**config.mk**
```make
export PLATFORM = sky130hd
export DESIGN_NAME = miriscv_uart_tx
export DESIGN_NICKNAME = d
export VERILOG_FILES = /design/src/rtl/miriscv_uart_tx.sv
export SDC_FILE = /design/constraint.sdc
export NUM_CORES = 1
export LEC_CHECK = 0
export ABC_AREA = 1
export BUFFER_PORTS_ARGS = -buffer_cell sky130_fd_sc_hd__buf_2
export CAP_MARGIN = 5
export CORE_MARGIN = 2
export CORE_UTILIZATION = 25
export CTS_BUF_LIST = sky130_fd_sc_hd__clkbuf_4
export CTS_CLUSTER_SIZE = 20
export DETAILED_ROUTE_END_ITERATION = 16
export MAX_ROUTING_LAYER = met4
export PLACE_DENSITY = 0.45
export REMOVE_ABC_BUFFERS = 1
export SETUP_SLACK_MARGIN = 0.15
export SLEW_MARGIN = 20
export SYNTH_ARGS = -nofsm -noshare
export SYNTH_HDL_FRONTEND = slang
export SYNTH_SLANG_ARGS = --single-unit
```
**constraint.sdc**
```tcl
create_clock -name clk_i -period 6.4 [get_ports clk_i]
set_input_delay 0.96 -clock clk_i [delete_from_list [all_inputs] [get_ports clk_i]]
set_output_delay 0.96 -clock clk_i [all_outputs]
set_load 0.005 [all_outputs]
```
**src/rtl/miriscv_uart_tx.sv**
```systemverilog
// Memory-mapped 8N1 UART transmitter with a small TX FIFO, status/control
// registers and a level "TX drained" interrupt.
module miriscv_uart_tx #(
    parameter logic [31:0] BASE_ADDR  = 32'h0000_0100,
    parameter int unsigned CLK_DIV    = 16,
    parameter int unsigned FIFO_DEPTH = 4
) (
    input  logic        clk_i,
    input  logic        rst_i,
    input  logic        data_req_i,
    input  logic        data_we_i,
    input  logic [3:0]  data_be_i,
    input  logic [31:0] data_addr_i,
    input  logic [31:0] data_wdata_i,
    output logic [31:0] data_rdata_o,
    output logic        tx_o,
    output logic        irq_o
);

    localparam int unsigned CW = $clog2(CLK_DIV);
    localparam int unsigned AW = $clog2(FIFO_DEPTH);
    localparam int unsigned NW = AW + 1;
    localparam logic [CW-1:0] BAUD_MAX = CW'(CLK_DIV - 1);

    typedef enum logic [1:0] {
        S_IDLE,
        S_START,
        S_DATA,
        S_STOP
    } state_t;

    state_t          state, state_n;
    logic [CW-1:0]   baud_cnt, baud_n;
    logic [2:0]      bit_cnt, bit_n;
    logic [7:0]      shreg, sh_n;
    logic            tx_q, tx_n;

    logic [7:0]      mem [FIFO_DEPTH];
    logic [AW-1:0]   wr_ptr, rd_ptr;
    logic [NW-1:0]   count;
    logic            ovf, enable, irq_en;

    logic            sel, rd_sel;
    logic [1:0]      idx;
    logic            push_req, push_ok, pop, ovf_clr, ctrl_wr;
    logic            full, empty, busy, wrap;
    logic            unused_bits;

    assign sel      = data_req_i & (data_addr_i[31:4] == BASE_ADDR[31:4]);
    assign idx      = data_addr_i[3:2];
    assign rd_sel   = sel & ~data_we_i;
    assign push_req = sel & data_we_i & (idx == 2'd0) & data_be_i[0];
    assign ovf_clr  = sel & data_we_i & (idx == 2'd1) & data_be_i[0] & data_wdata_i[3];
    assign ctrl_wr  = sel & data_we_i & (idx == 2'd2) & data_be_i[0];

    assign full    = (count == NW'(FIFO_DEPTH));
    assign empty   = (count == '0);
    assign busy    = (state != S_IDLE);
    // A simultaneous pop frees a slot, so a push to a full FIFO still lands
    assign push_ok = push_req & (~full | pop);
    assign wrap    = (baud_cnt == BAUD_MAX);

    assign unused_bits = ^{data_addr_i[1:0], data_be_i[3:1], data_wdata_i[31:8]};

    always_ff @(posedge clk_i) begin
        if (push_ok) begin
            mem[wr_ptr] <= data_wdata_i[7:0];
        end
    end

    always_ff @(posedge clk_i or posedge rst_i) begin
        if (rst_i) begin
            wr_ptr <= '0;
            rd_ptr <= '0;
            count  <= '0;
            ovf    <= 1'b0;
            enable <= 1'b0;
            irq_en <= 1'b0;
        end else begin
            if (push_ok) wr_ptr <= wr_ptr + AW'(1);
            if (pop)     rd_ptr <= rd_ptr + AW'(1);
            case ({push_ok, pop})
                2'b10:   count <= count + NW'(1);
                2'b01:   count <= count - NW'(1);
                default: count <= count;
            endcase
            if (push_req & full & ~pop) begin
                ovf <= 1'b1;
            end else if (ovf_clr) begin
                ovf <= 1'b0;
            end
            if (ctrl_wr) begin
                enable <= data_wdata_i[0];
                irq_en <= data_wdata_i[1];
            end
        end
    end

    always_ff @(posedge clk_i or posedge rst_i) begin
        if (rst_i) begin
            state    <= S_IDLE;
            baud_cnt <= '0;
            bit_cnt  <= '0;
            shreg    <= '0;
            tx_q     <= 1'b1;
        end else begin
            state    <= state_n;
            baud_cnt <= baud_n;
            bit_cnt  <= bit_n;
            shreg    <= sh_n;
            tx_q     <= tx_n;
        end
    end

    always_comb begin
        state_n = state;
        baud_n  = baud_cnt + CW'(1);
        bit_n   = bit_cnt;
        sh_n    = shreg;
        pop     = 1'b0;
        case (state)
            S_IDLE: begin
                baud_n = '0;
                if (enable & ~empty) begin
                    pop     = 1'b1;
                    sh_n    = mem[rd_ptr];
                    state_n = S_START;
                end
            end
            S_START: begin
                if (wrap) begin
                    baud_n  = '0;
                    bit_n   = '0;
                    state_n = S_DATA;
                end
            end
            S_DATA: begin
                if (wrap) begin
                    baud_n = '0;
                    sh_n   = {1'b0, shreg[7:1]};
                    if (bit_cnt == 3'd7) begin
                        state_n = S_STOP;
                    end else begin
                        bit_n = bit_cnt + 3'd1;
                    end
                end
            end
            S_STOP: begin
                if (wrap) begin
                    baud_n = '0;
                    // Chain straight into the next start bit when data is waiting
                    if (enable & ~empty) begin
                        pop     = 1'b1;
                        sh_n    = mem[rd_ptr];
                        state_n = S_START;
                    end else begin
                        state_n = S_IDLE;
                    end
                end
            end
            default: begin
                baud_n  = '0;
                state_n = S_IDLE;
            end
        endcase
    end

    // Output bit is computed from the next state so tx_o is a clean register
    always_comb begin
        tx_n = 1'b1;
        case (state_n)
            S_START: tx_n = 1'b0;
            S_DATA:  tx_n = sh_n[0];
            default: tx_n = 1'b1;
        endcase
    end

    always_comb begin
        data_rdata_o = '0;
        if (rd_sel) begin
            case (idx)
                2'd1:    data_rdata_o = {23'b0, 5'(count), ovf, empty, full, busy};
                2'd2:    data_rdata_o = {30'b0, irq_en, enable};
                default: data_rdata_o = '0;
            endcase
        end
    end

    assign tx_o  = tx_q;
    assign irq_o = irq_en & empty & (state == S_IDLE);

endmodule

```
==> flow_summary.toml, run 1 <==
[critical_path]
critPathArrivalTime_ns = 2.21
reg2reg_depth = 10
start_kind = "input port"
critPathCaptureType = "output port"
r2r-end = "mem[3][3]$_DFFE_PP_"
critical_path_class = "input port to output port"
crit_family = "simple AND/OR/NAND/NOR gates"
worst-r2r-setup-slack_ns = 3.58
cell_breakdown_of_the_critical_path = "buf_2, nor2_1, nand2_1, nor2_1, nand2_1, nor2_1, nand2_1, a21oi_1, buf_2"
critical_path.max_fanout = 7
critical_path.n_buffers_inverters = 2
cp_slowest_stage_delay_ns = 0.23
timing.critical_path.required_ns = 5.44
crit-reg2reg-launch = "state[1]$_DFF_PP0_"
timing.critical_path.slowest_stage_cell = "sky130_fd_sc_hd__nor2_1"

[clocking]
cts_tree = "yes"
htree_levels = 3
clkSinkCount = 60
cts_root_buffer = "sky130_fd_sc_hd__clkbuf_4"
cts_inserted_buffers = 9
clk_transition_reported_paths_ns = 0.11
cts_max_path_buffers = 2
clock_latency_ns = 0.41
cts-hold-fix-buffers = 0
cts_repair_resize_count = 0
number_of_buffers_inserted_to_repair_setup_after_cts = 0

[routing]
avgViaCountPerCell = 4.17
vias = 2617
first_pass_iters = 4
wl_per_cell_um = 11.7
ant_nets = 0
detailedRoute.firstIterationViolations = 72
post-route-drc-count = 0
drt-total-wl_um = 7370

[min_path]
hold_path_startpoint = "baud_cnt[0]$_DFF_PP0_"
hold_path_stages = 1
min_delay_worst_endpoint = "baud_cnt[0]$_DFF_PP0_"
path_type_of_the_worst_min_delay_path = "register to register"

[yosys]
synth.top_cell.area_share_pct = 27.9
synth-async-reset-ratio_pct = 46.7
post_synth_num_cell_types = 39
synth_largest_area_cell = "sky130_fd_sc_hd__edfxtp_1"
avgSynthCellArea_um2 = 8.81
synth_edf_count = 32
netlist_area_mm2 = 0.00344
postSynthCellCount = 391
yosys_warning_count = 0
synth_flop_cell = "sky130_fd_sc_hd__edfxtp_1"
yosysSeqAreaShare_pct = 48.3
synth-seq-cells = 60
netlist_top_cells_area = "sky130_fd_sc_hd__edfxtp_1 28%, sky130_fd_sc_hd__dfrtp_1 20%, sky130_fd_sc_hd__nor2_1 6.8%, sky130_fd_sc_hd__nand2_1 6.2%, sky130_fd_sc_hd__inv_1 5.9%"

[sta]
finalHoldViolations = 0
timing_max_transition_violations_final = 0
slew-limit-headroom_pct = 43.9
timing_worst_slew_pin_value_ns = 0.839
max_freq_ghz = 0.316
worst_clock_skew_ns = 0.0155
layout_worst_path_cycle_share_pct = 49.5
finalWorstPathRequiredPeriod_ns = 3.17
report.final.setup_viol = 0
aggregate_negative_setup_slack_ns = 0
rsz0062_at_grt = "false"

[global_route]
via_count_of_the_first_global_routing_pass = 2610
grt_util_overall_pct = 11.2
grt_start_max_net_pins = 29
globalRouteOverflowTotal = 0
grt_first_pass_wirelength_um = 12400
grt_antenna_before_repair = 0

[layout]
fin_nets = 534
finish.cell_count_without_fillers = 628
area_growth_pct = 14.6
mostFrequentLayoutCells = "62 x sky130_fd_sc_hd__nor2_1, 57 x sky130_fd_sc_hd__nand2_1, 54 x sky130_fd_sc_hd__inv_1"
layout.core_utilization_pct = 29.6
final_common_cell = "sky130_fd_sc_hd__nor2_1"
layout-drive-gt1-share_pct = 18.4
stdcell_area_mm2 = 0.00395
n_fill_cell = 1438
multiInputGateArea_mm2 = 0.00144
antennaDiodeCount = 0
final-seq-area_mm2 = 0.00166

[placed_design]
dp.final_hpwl_um = 5510
dpl.cell_count = 612
placed_area_mm2 = 0.00380
io_buffer_count = 51
gp_congestion = 0.785

[job]
max_cap_violations = 0

[die]
die_area_mm2 = 0.0147
core_area_mm2 = 0.0133
die_y_um = 121
floorplan.rows = 42
die_width_um = 121
starting_density_pct = 25.8
top_level_ports = 106

[power]
p_int_w = 0.000542
net-switching-power_w = 0.000179
power_density_mw_per_mm2 = 183
switching_share_pct = 24.9
pwr-share-seq_pct = 56.4
clkPwrFrac_pct = 38.4
worst_ir_drop_vdd_uv = 59.7
comb_power_share_pct = 5.2
leakagePower_nw = 1.76

[status]
run_status = "complete, no violations"
cells by family after synthesis:
group,Yosys count,share of synthesized area [%]
and+or+nand+nor,154,19.9
buffers and inverters,88,12.5
AOI/OAI and AO/OA,65,11.3
DFF,60,48.3
adders and majority gates,15,5.67
xor gates and xnor gates,6,1.53
muxes,2,0.654
other,1,0.109
state kept, by name, summed over array words and instances (netlist names):
register	flops
shreg	8
bit_cnt	3
ovf	1
count	3
rd_ptr	2
state	2
irq_en	1
tx_o	1
baud_cnt	4
mem	32
wr_ptr	2
enable	1
cell usage after synthesis (3+ instances only):
cell type                  instances
sky130_fd_sc_hd__edfxtp_1         32
sky130_fd_sc_hd__buf_4            25
sky130_fd_sc_hd__xor2_1            6
sky130_fd_sc_hd__nor2_1           62
sky130_fd_sc_hd__o211ai_1         12
sky130_fd_sc_hd__o22ai_1           3
sky130_fd_sc_hd__o21ai_1           3
sky130_fd_sc_hd__nand2_1          57
sky130_fd_sc_hd__buf_2             3
sky130_fd_sc_hd__o21ai_0          32
sky130_fd_sc_hd__nand3_1          18
sky130_fd_sc_hd__clkbuf_1          3
sky130_fd_sc_hd__ha_1             14
sky130_fd_sc_hd__inv_1            54
sky130_fd_sc_hd__dfrtp_1          27
sky130_fd_sc_hd__nor3_1            6
sky130_fd_sc_hd__a21oi_1          10
how the worst max path moves through the flow:
stage	cells after the start	startpoint	to	slack [ns]
after floorplan	7	data_addr_i[31]	data_rdata_o[2]	3.70
after global placement	9	data_addr_i[23]	data_rdata_o[0]	3.21
after detailed placement	9	data_addr_i[23]	data_rdata_o[1]	3.17
after CTS	9	data_addr_i[23]	data_rdata_o[1]	3.17
after global routing	9	data_addr_i[23]	data_rdata_o[3]	2.99
final	9	data_addr_i[23]	data_rdata_o[1]	3.23
stage by stage:
stage	power, W	hold slack, ns	setup WS (ns)
floorplan	0.000431	0.430	3.70
global placement	0.000452	0.447	3.21
detailed placement	0.000453	0.454	3.17
CTS	0.000731	0.470	3.17
global route	0.000752	0.504	2.99
finish	0.000721	0.461	3.23
power groups by stage:
stage | clock network (W) | registers (W) | logic [W]
2_1_floorplan | 0 | 0.000415 | 0.0000158
3_3_place_gp | 0 | 0.000415 | 0.0000368
3_5_place_dp | 0 | 0.000415 | 0.0000377
4_1_cts | 0.000286 | 0.000407 | 0.0000378
5_1_grt | 0.000301 | 0.000407 | 0.0000436
6_report | 0.000277 | 0.000407 | 0.0000372
routing by layer:
layer  track usage (%)  vias up  wire length (µm)
met5                 -        -                 0
met2              18.8       64              3570
met1              13.4     1203              3440
li1                  -     1340                 -
met4              4.96        0               125
met3              1.41       10               236
area by class of cell:
| class | count | area share [%] |
|---|---|---|
| repair buffers | 52 | 6.66 |
| clock buffers | 9 | 1.71 |
| multi-input cells | 267 | 36.5 |
| flip-flops and latches | 60 | 42.2 |
| well taps | 176 | 5.58 |
| inverters | 57 | 5.49 |
| clock inverters | 7 | 1.90 |
(Power assumes the default switching activity.)
==> inputs of run 2 (changes only) <==
--- a/config.mk
+++ b/config.mk
@@ -5,7 +5,7 @@
 export SDC_FILE = /design/constraint.sdc
 export NUM_CORES = 1
 export LEC_CHECK = 0
-export ABC_AREA = 1
+export ABC_AREA = 0
 export BUFFER_PORTS_ARGS = -buffer_cell sky130_fd_sc_hd__buf_2
 export CAP_MARGIN = 5
 export CORE_MARGIN = 2
@@ -14,7 +14,7 @@
 export CTS_CLUSTER_SIZE = 20
 export DETAILED_ROUTE_END_ITERATION = 16
 export MAX_ROUTING_LAYER = met4
-export PLACE_DENSITY = 0.45
+export PLACE_DENSITY = 0.47
 export REMOVE_ABC_BUFFERS = 1
 export SETUP_SLACK_MARGIN = 0.15
 export SLEW_MARGIN = 20
==> constraint.sdc (replaced) <==
create_clock -name clk_i -period 2.9 [get_ports clk_i]
set_input_delay 0.435 -clock clk_i [delete_from_list [all_inputs] [get_ports clk_i]]
set_output_delay 0.435 -clock clk_i [all_outputs]
set_load 0.005 [all_outputs]
==> flow_summary.toml, run 2 <==
[layout]
final_common_cell = "sky130_fd_sc_hd__buf_2"
fin_nets = 410
antennaDiodeCount = 0
largest_register_ff_count = 32
top_regs = "mem: 32 flops, shreg: 8 flops, baud_cnt: 4 flops"
mostFrequentLayoutCells = "51 x sky130_fd_sc_hd__buf_2, 32 x sky130_fd_sc_hd__edfxtp_1, 27 x sky130_fd_sc_hd__dfrtp_1"
area_growth_pct = 16.0
layout-drive-gt1-share_pct = 30.5
regMostFlops = "mem"

[yosys]
synth-async-reset-ratio_pct = 46.7
synth.top_cell.area_share_pct = 29.2
netlist_area_mm2 = 0.00329
yosys.cell_count.top_type = "sky130_fd_sc_hd__edfxtp_1"
synth_edf_count = 32
yosys_warning_count = 0
synth_largest_area_cell = "sky130_fd_sc_hd__edfxtp_1"
netlist_top_cells_area = "sky130_fd_sc_hd__edfxtp_1 29%, sky130_fd_sc_hd__dfrtp_1 21%, sky130_fd_sc_hd__buf_4 6.2%, sky130_fd_sc_hd__mux4_2 5.5%, sky130_fd_sc_hd__ha_1 5.3%"
post_synth_num_cell_types = 53
postSynthCellCount = 268
avgSynthCellArea_um2 = 12.3
synth_flop_cell = "sky130_fd_sc_hd__edfxtp_1"
synth-seq-cells = 60
most_instantiated_cells_after_synthesis = "32 x sky130_fd_sc_hd__edfxtp_1, 27 x sky130_fd_sc_hd__buf_4, 27 x sky130_fd_sc_hd__dfrtp_1, 15 x sky130_fd_sc_hd__nand2_1"
yosysSeqAreaShare_pct = 50.6

[power]
clkPwrFrac_pct = 41.9
power_density_mw_per_mm2 = 434
net-switching-power_w = 0.000358
leakagePower_nw = 1.60
pwr-share-seq_pct = 54.2
switching_share_pct = 21.6
comb_power_share_pct = 3.9
worst_ir_drop_vdd_uv = 228
fin_total_pwr_w = 0.00166
p_int_w = 0.00130

[die]
die_width_um = 119
floorplan.rows = 41
core_area_mm2 = 0.0127
die_y_um = 119
top_level_ports = 106
die_area_mm2 = 0.0141
starting_density_pct = 25.8

[sta]
timing_worst_slew_pin_value_ns = 0.639
aggregate_negative_setup_slack_ns = 0
report.final.setup_viol = 0
post_route_worst_hold_slack_ns = 0.0877
layout_worst_path_cycle_share_pct = 83.3
timing_max_transition_violations_final = 0
finalWorstPathRequiredPeriod_ns = 2.42
max_freq_ghz = 0.414
finalHoldViolations = 0
worst_clock_skew_ns = 0.0243
rsz0062_at_grt = "false"
slew-limit-headroom_pct = 57.1

[clocking]
clkSinkCount = 60
cts_inserted_buffers = 9
clk_transition_reported_paths_ns = 0.12
cts_tree = "yes"
cts_repair_resize_count = 0
cts_root_buffer = "sky130_fd_sc_hd__clkbuf_4"
clock_latency_ns = 0.40
number_of_buffers_inserted_to_repair_setup_after_cts = 0
cts-hold-fix-buffers = 0
cts_max_path_buffers = 2
htree_levels = 3

[min_path]
path_type_of_the_worst_min_delay_path = "input port to async pin"

[global_route]
grt_antenna_before_repair = 0
grt_start_max_net_pins = 29
via_count_of_the_first_global_routing_pass = 2226
globalRouteOverflowTotal = 0
grt_util_overall_pct = 10.1
grt_first_pass_wirelength_um = 10900

[routing]
post-route-drc-count = 0
wl_per_cell_um = 12.9
ant_nets = 0
avgViaCountPerCell = 4.26
vias = 2128
first_pass_iters = 4
detailedRoute.firstIterationViolations = 77
drt-total-wl_um = 6460

[placed_design]
dp.final_hpwl_um = 4780
gp_congestion = 0.725
io_buffer_count = 51

[critical_path]
endpoint = "data_rdata_o[6]"
crit-reg2reg-launch = "state[0]$_DFF_PP0_"
critical_path.max_fanout = 4
worst-r2r-setup-slack_ns = 0.50
start_kind = "input port"
critical_path.startpoint = "data_addr_i[19]"
timing.critical_path.required_ns = 2.47
critPathCaptureType = "output port"
critPathArrivalTime_ns = 1.98
r2r-end = "count[2]$_DFFE_PP0P_"
reg2reg_depth = 9
critical_path_class = "input port to output port"

[status]
run_status = "complete, no violations"

[job]
max_cap_violations = 0
## run 2: cell types whose count changed after synthesis, moves of 9 or more
cell                       change
sky130_fd_sc_hd__a22o_1       +11
sky130_fd_sc_hd__inv_1        -40
sky130_fd_sc_hd__mux2i_1       +9
sky130_fd_sc_hd__nand2_1      -42
sky130_fd_sc_hd__nand3_1      -15
sky130_fd_sc_hd__nor2_1       -50
sky130_fd_sc_hd__o211ai_1     -12
sky130_fd_sc_hd__o21ai_0      -18
## run 2: cell families (layout without fill, tap and decap cells)
kind of cell | count (synthesis) | in the layout | share of synthesized area [%]
other | 1 | 25 | 0.114
xor gates and xnor gates | 7 | 7 | 1.86
AOI/OAI and AO/OA | 43 | 43 | 9.36
adders and majority gates | 15 | 15 | 5.94
and+or+nand+nor | 71 | 71 | 13.7
muxes | 21 | 21 | 9.59
DFF | 60 | 60 | 50.6
buffers and inverters | 50 | 86 | 8.90
## run 2: metrics by stage
stage / setup WS [ns] / std cells / instance area, µm² / utilization [%]
after floorplan: 0.488 / 257 / 3140 / -
after global placement: 0.462 / 484 / 3650 / 28.7
after detailed placement: 0.439 / 484 / 3650 / 28.7
after CTS: 0.457 / 500 / 3810 / 30.0
final: 0.484 / 500 / 3810 / 30.0
after global routing: 0.323 / 500 / 3810 / 30.0
## run 2: layout make-up
type | instances | area [µm²]
clock buffer | 11 | 82.6
multi-input combinational | 182 | 1430
tap | 172 | 215
inverter | 15 | 56.3
fill | 1353 | 8910
clock inverter | 5 | 85.1
sequential | 60 | 1660
timing repair buffer | 55 | 285
## run 2: power groups by stage
stage,logic [W],registers [W],clock network (W)
finish,0.0000642,0.000898,0.000694
global route,0.0000751,0.000898,0.000759
CTS,0.0000657,0.000898,0.000721
detailed placement,0.0000655,0.000916,0
global placement,0.0000643,0.000916,0
floorplan,0.0000234,0.000916,0
## run 2: routing by layer
| metal | track usage, % | routed length [µm] | vias to the layer above |
|---|---|---|---|
| li1 | - | - | 1047 |
| met1 | 11.8 | 2910 | 1035 |
| met2 | 16.9 | 3290 | 42 |
| met3 | 2.56 | 203 | 4 |
| met4 | 3.79 | 61 | 0 |
| met5 | - | 0 | - |
## run 2: worst max-delay path: stages
cell,delay (ns)
sky130_fd_sc_hd__buf_2,0.10
sky130_fd_sc_hd__nor4_2,0.30
sky130_fd_sc_hd__nand4_2,0.19
sky130_fd_sc_hd__or4_4,0.57
sky130_fd_sc_hd__nor2_4,0.13
sky130_fd_sc_hd__and2_1,0.14
sky130_fd_sc_hd__buf_2,0.11
## run 2: worst min path at each step
stage | start | end | depth (start not counted) | slack, ns
final | rst_i | count[0]$_DFFE_PP0P_ | 3 | 0.09
after global routing | rst_i | count[0]$_DFFE_PP0P_ | 3 | 0.1
after CTS | rst_i | count[0]$_DFFE_PP0P_ | 3 | 0.08
after detailed placement | ovf$_DFFE_PP0P_ | ovf$_DFFE_PP0P_ | 1 | 0.47
after global placement | ovf$_DFFE_PP0P_ | ovf$_DFFE_PP0P_ | 1 | 0.46
after floorplan | ovf$_DFFE_PP0P_ | ovf$_DFFE_PP0P_ | 1 | 0.45
==> inputs of run 3 (changes only) <==
--- a/config.mk
+++ b/config.mk
@@ -14,7 +14,7 @@
 export CTS_CLUSTER_SIZE = 20
 export DETAILED_ROUTE_END_ITERATION = 16
 export MAX_ROUTING_LAYER = met4
-export PLACE_DENSITY = 0.47
+export PLACE_DENSITY = 0.45
 export REMOVE_ABC_BUFFERS = 1
 export SETUP_SLACK_MARGIN = 0.15
 export SLEW_MARGIN = 20
==> constraint.sdc (replaced) <==
create_clock -name clk_i -period 2.3 [get_ports clk_i]
set_input_delay 0.345 -clock clk_i [delete_from_list [all_inputs] [get_ports clk_i]]
set_output_delay 0.345 -clock clk_i [all_outputs]
set_load 0.005 [all_outputs]
==> flow_summary.toml, run 3 (same netlist as run 2, synthesis figures left out) <==
[sta]
aggregate_negative_setup_slack_ns = 0
worst_clock_skew_ns = 0.0253
timing_worst_slew_pin_value_ns = 0.550
rsz0062_at_grt = "true"
finalHoldViolations = 0
layout_worst_path_cycle_share_pct = 95.0
timing_max_transition_violations_final = 0
slew-limit-headroom_pct = 63.1
max_freq_ghz = 0.458
finalWorstPathRequiredPeriod_ns = 2.18
report.final.setup_viol = 0

[job]
max_cap_violations = 0

[routing]
post-route-drc-count = 0
drt-total-wl_um = 6830
first_pass_iters = 4
ant_nets = 0
avgViaCountPerCell = 4.24
vias = 2193
detailedRoute.firstIterationViolations = 90
wl_per_cell_um = 13.2

[die]
starting_density_pct = 25.8
core_area_mm2 = 0.0127
die_y_um = 119
die_width_um = 119
top_level_ports = 106
die_area_mm2 = 0.0141
floorplan.rows = 41

[global_route]
grt_antenna_before_repair = 0
grt_start_max_net_pins = 29
grt_util_overall_pct = 10.5
globalRouteOverflowTotal = 0
via_count_of_the_first_global_routing_pass = 2246
grt_first_pass_wirelength_um = 11300

[layout]
stdcell_area_mm2 = 0.00405
regMostFlops = "mem"
multiInputGateArea_mm2 = 0.00147
final-seq-area_mm2 = 0.00167
fin_nets = 427
final_common_cell = "sky130_fd_sc_hd__buf_2"
mostFrequentLayoutCells = "43 x sky130_fd_sc_hd__buf_2, 32 x sky130_fd_sc_hd__edfxtp_1, 25 x sky130_fd_sc_hd__conb_1, 25 x sky130_fd_sc_hd__dfrtp_1"
antennaDiodeCount = 0
n_fill_cell = 1331
top_regs = "mem: 32 flops, shreg: 8 flops, baud_cnt: 4 flops"
area_growth_pct = 23.1
largest_register_ff_count = 32
layout-drive-gt1-share_pct = 35.1

[placed_design]
gp_congestion = 0.749
dp.final_hpwl_um = 4950
placed_area_mm2 = 0.00377
io_buffer_count = 51

[critical_path]
start_kind = "input port"
cell_breakdown_of_the_critical_path = "buf_6, nor4_4, nand4_1, or4_4, nor2_4, and2_1, buf_2"
critical_path_class = "input port to output port"
critical_path.max_fanout = 4
timing.critical_path.required_ns = 1.96
timing.critical_path.slowest_stage_cell = "sky130_fd_sc_hd__or4_4"
critPathArrivalTime_ns = 1.84
cp_slowest_stage_delay_ns = 0.49
critPathCaptureType = "output port"

[clocking]
clk_transition_reported_paths_ns = 0.12
clkSinkCount = 60
cts_inserted_buffers = 9
cts_root_buffer = "sky130_fd_sc_hd__clkbuf_4"
htree_levels = 3
cts_max_path_buffers = 2
cts_tree = "yes"
clock_latency_ns = 0.41

[power]
leakagePower_nw = 1.70
net-switching-power_w = 0.000467
pwr-share-seq_pct = 59.8
comb_power_share_pct = 5.4
p_int_w = 0.00143
power_density_mw_per_mm2 = 468
fin_total_pwr_w = 0.00189
clkPwrFrac_pct = 34.9
switching_share_pct = 24.6
worst_ir_drop_vdd_uv = 207

[min_path]
path_type_of_the_worst_min_delay_path = "input port to register"

[status]
run_status = "complete, no violations"
==> run 3: changes by cell type in the layout (fill, tap and decap cells not counted), sizes merged <==
cell / change
buf: +16
bufinv: -2
clkinv: +1
clkinvlp: +1
dlygate4sd3: +1
==> run 3: cell type report <==
| class | count | share of cell area [%] |
|---|---|---|
| well taps | 172 | 5.32 |
| repair buffers | 72 | 12.8 |
| inverters | 15 | 1.39 |
| flip-flops and latches | 60 | 41.2 |
| multi-input cells | 182 | 36.3 |
| clock buffers | 11 | 2.04 |
| clock inverters | 5 | 0.928 |
==> run 3: final timing paths <==
kind                            slack, ns  depth (start not counted)                    to          startpoint
max in group asynchronous            1.42                          4        tx_o$_DFF_PP1_               rst_i
worst min register to register       0.50                          1       ovf$_DFFE_PP0P_     ovf$_DFFE_PP0P_
worst min-delay path                 0.16                          1   mem[1][7]$_DFFE_PP_     data_wdata_i[7]
worst max-delay path                 0.12                          7       data_rdata_o[3]      data_addr_i[4]
worst max register to register       0.26                          8  count[2]$_DFFE_PP0P_  state[0]$_DFF_PP0_
min in group asynchronous            0.55                          4  count[1]$_DFFE_PP0P_               rst_i
==> run 3: per-stage QoR <==
step | std cells | hold WS (ns) | util (%) | worst slack, ns
2_1_floorplan | 257 | 0.410 | - | -0.112
3_3_place_gp | 494 | 0.458 | 29.7 | 0.0252
3_5_place_dp | 494 | 0.457 | 29.7 | 0.0212
4_1_cts | 513 | 0.120 | 31.3 | 0.151
5_1_grt | 517 | 0.126 | 31.8 | 0.0240
6_report | 517 | 0.159 | 31.8 | 0.115
==> run 3: power by group through the flow <==
| stage | clock network, W | registers (W) | logic (W) |
|---|---|---|---|
| after floorplan | 0 | 0.00116 | 0.0000295 |
| after CTS | 0.000695 | 0.00113 | 0.0000995 |
| after global routing | 0.000758 | 0.00113 | 0.000115 |
| after global placement | 0 | 0.00116 | 0.0000818 |
| final | 0.000661 | 0.00113 | 0.000102 |
| after detailed placement | 0 | 0.00116 | 0.0000850 |
==> run 3: what timing repair did <==
action,in CTS,in global routing
buffers inserted,2,4
hold endpoints to repair,7,0
pin swaps,2,3
hold buffers,1,0
gates resized for setup,9,9
setup endpoints to repair,5,7
==> run 3: per-layer routing <==
metal	track usage [%]	routed length (µm)	up-vias
met5	-	0	-
met2	17.6	3480	50
met1	12.4	3050	1057
li1	-	-	1076
met4	2.90	85	0
met3	2.94	215	10
==> run 3: critical path: cells and delay by family <==
| kind | cells | cell delay [ns] |
|---|---|---|
| buf+inv | 2 | 0.20 |
| simple gates | 5 | 1.28 |
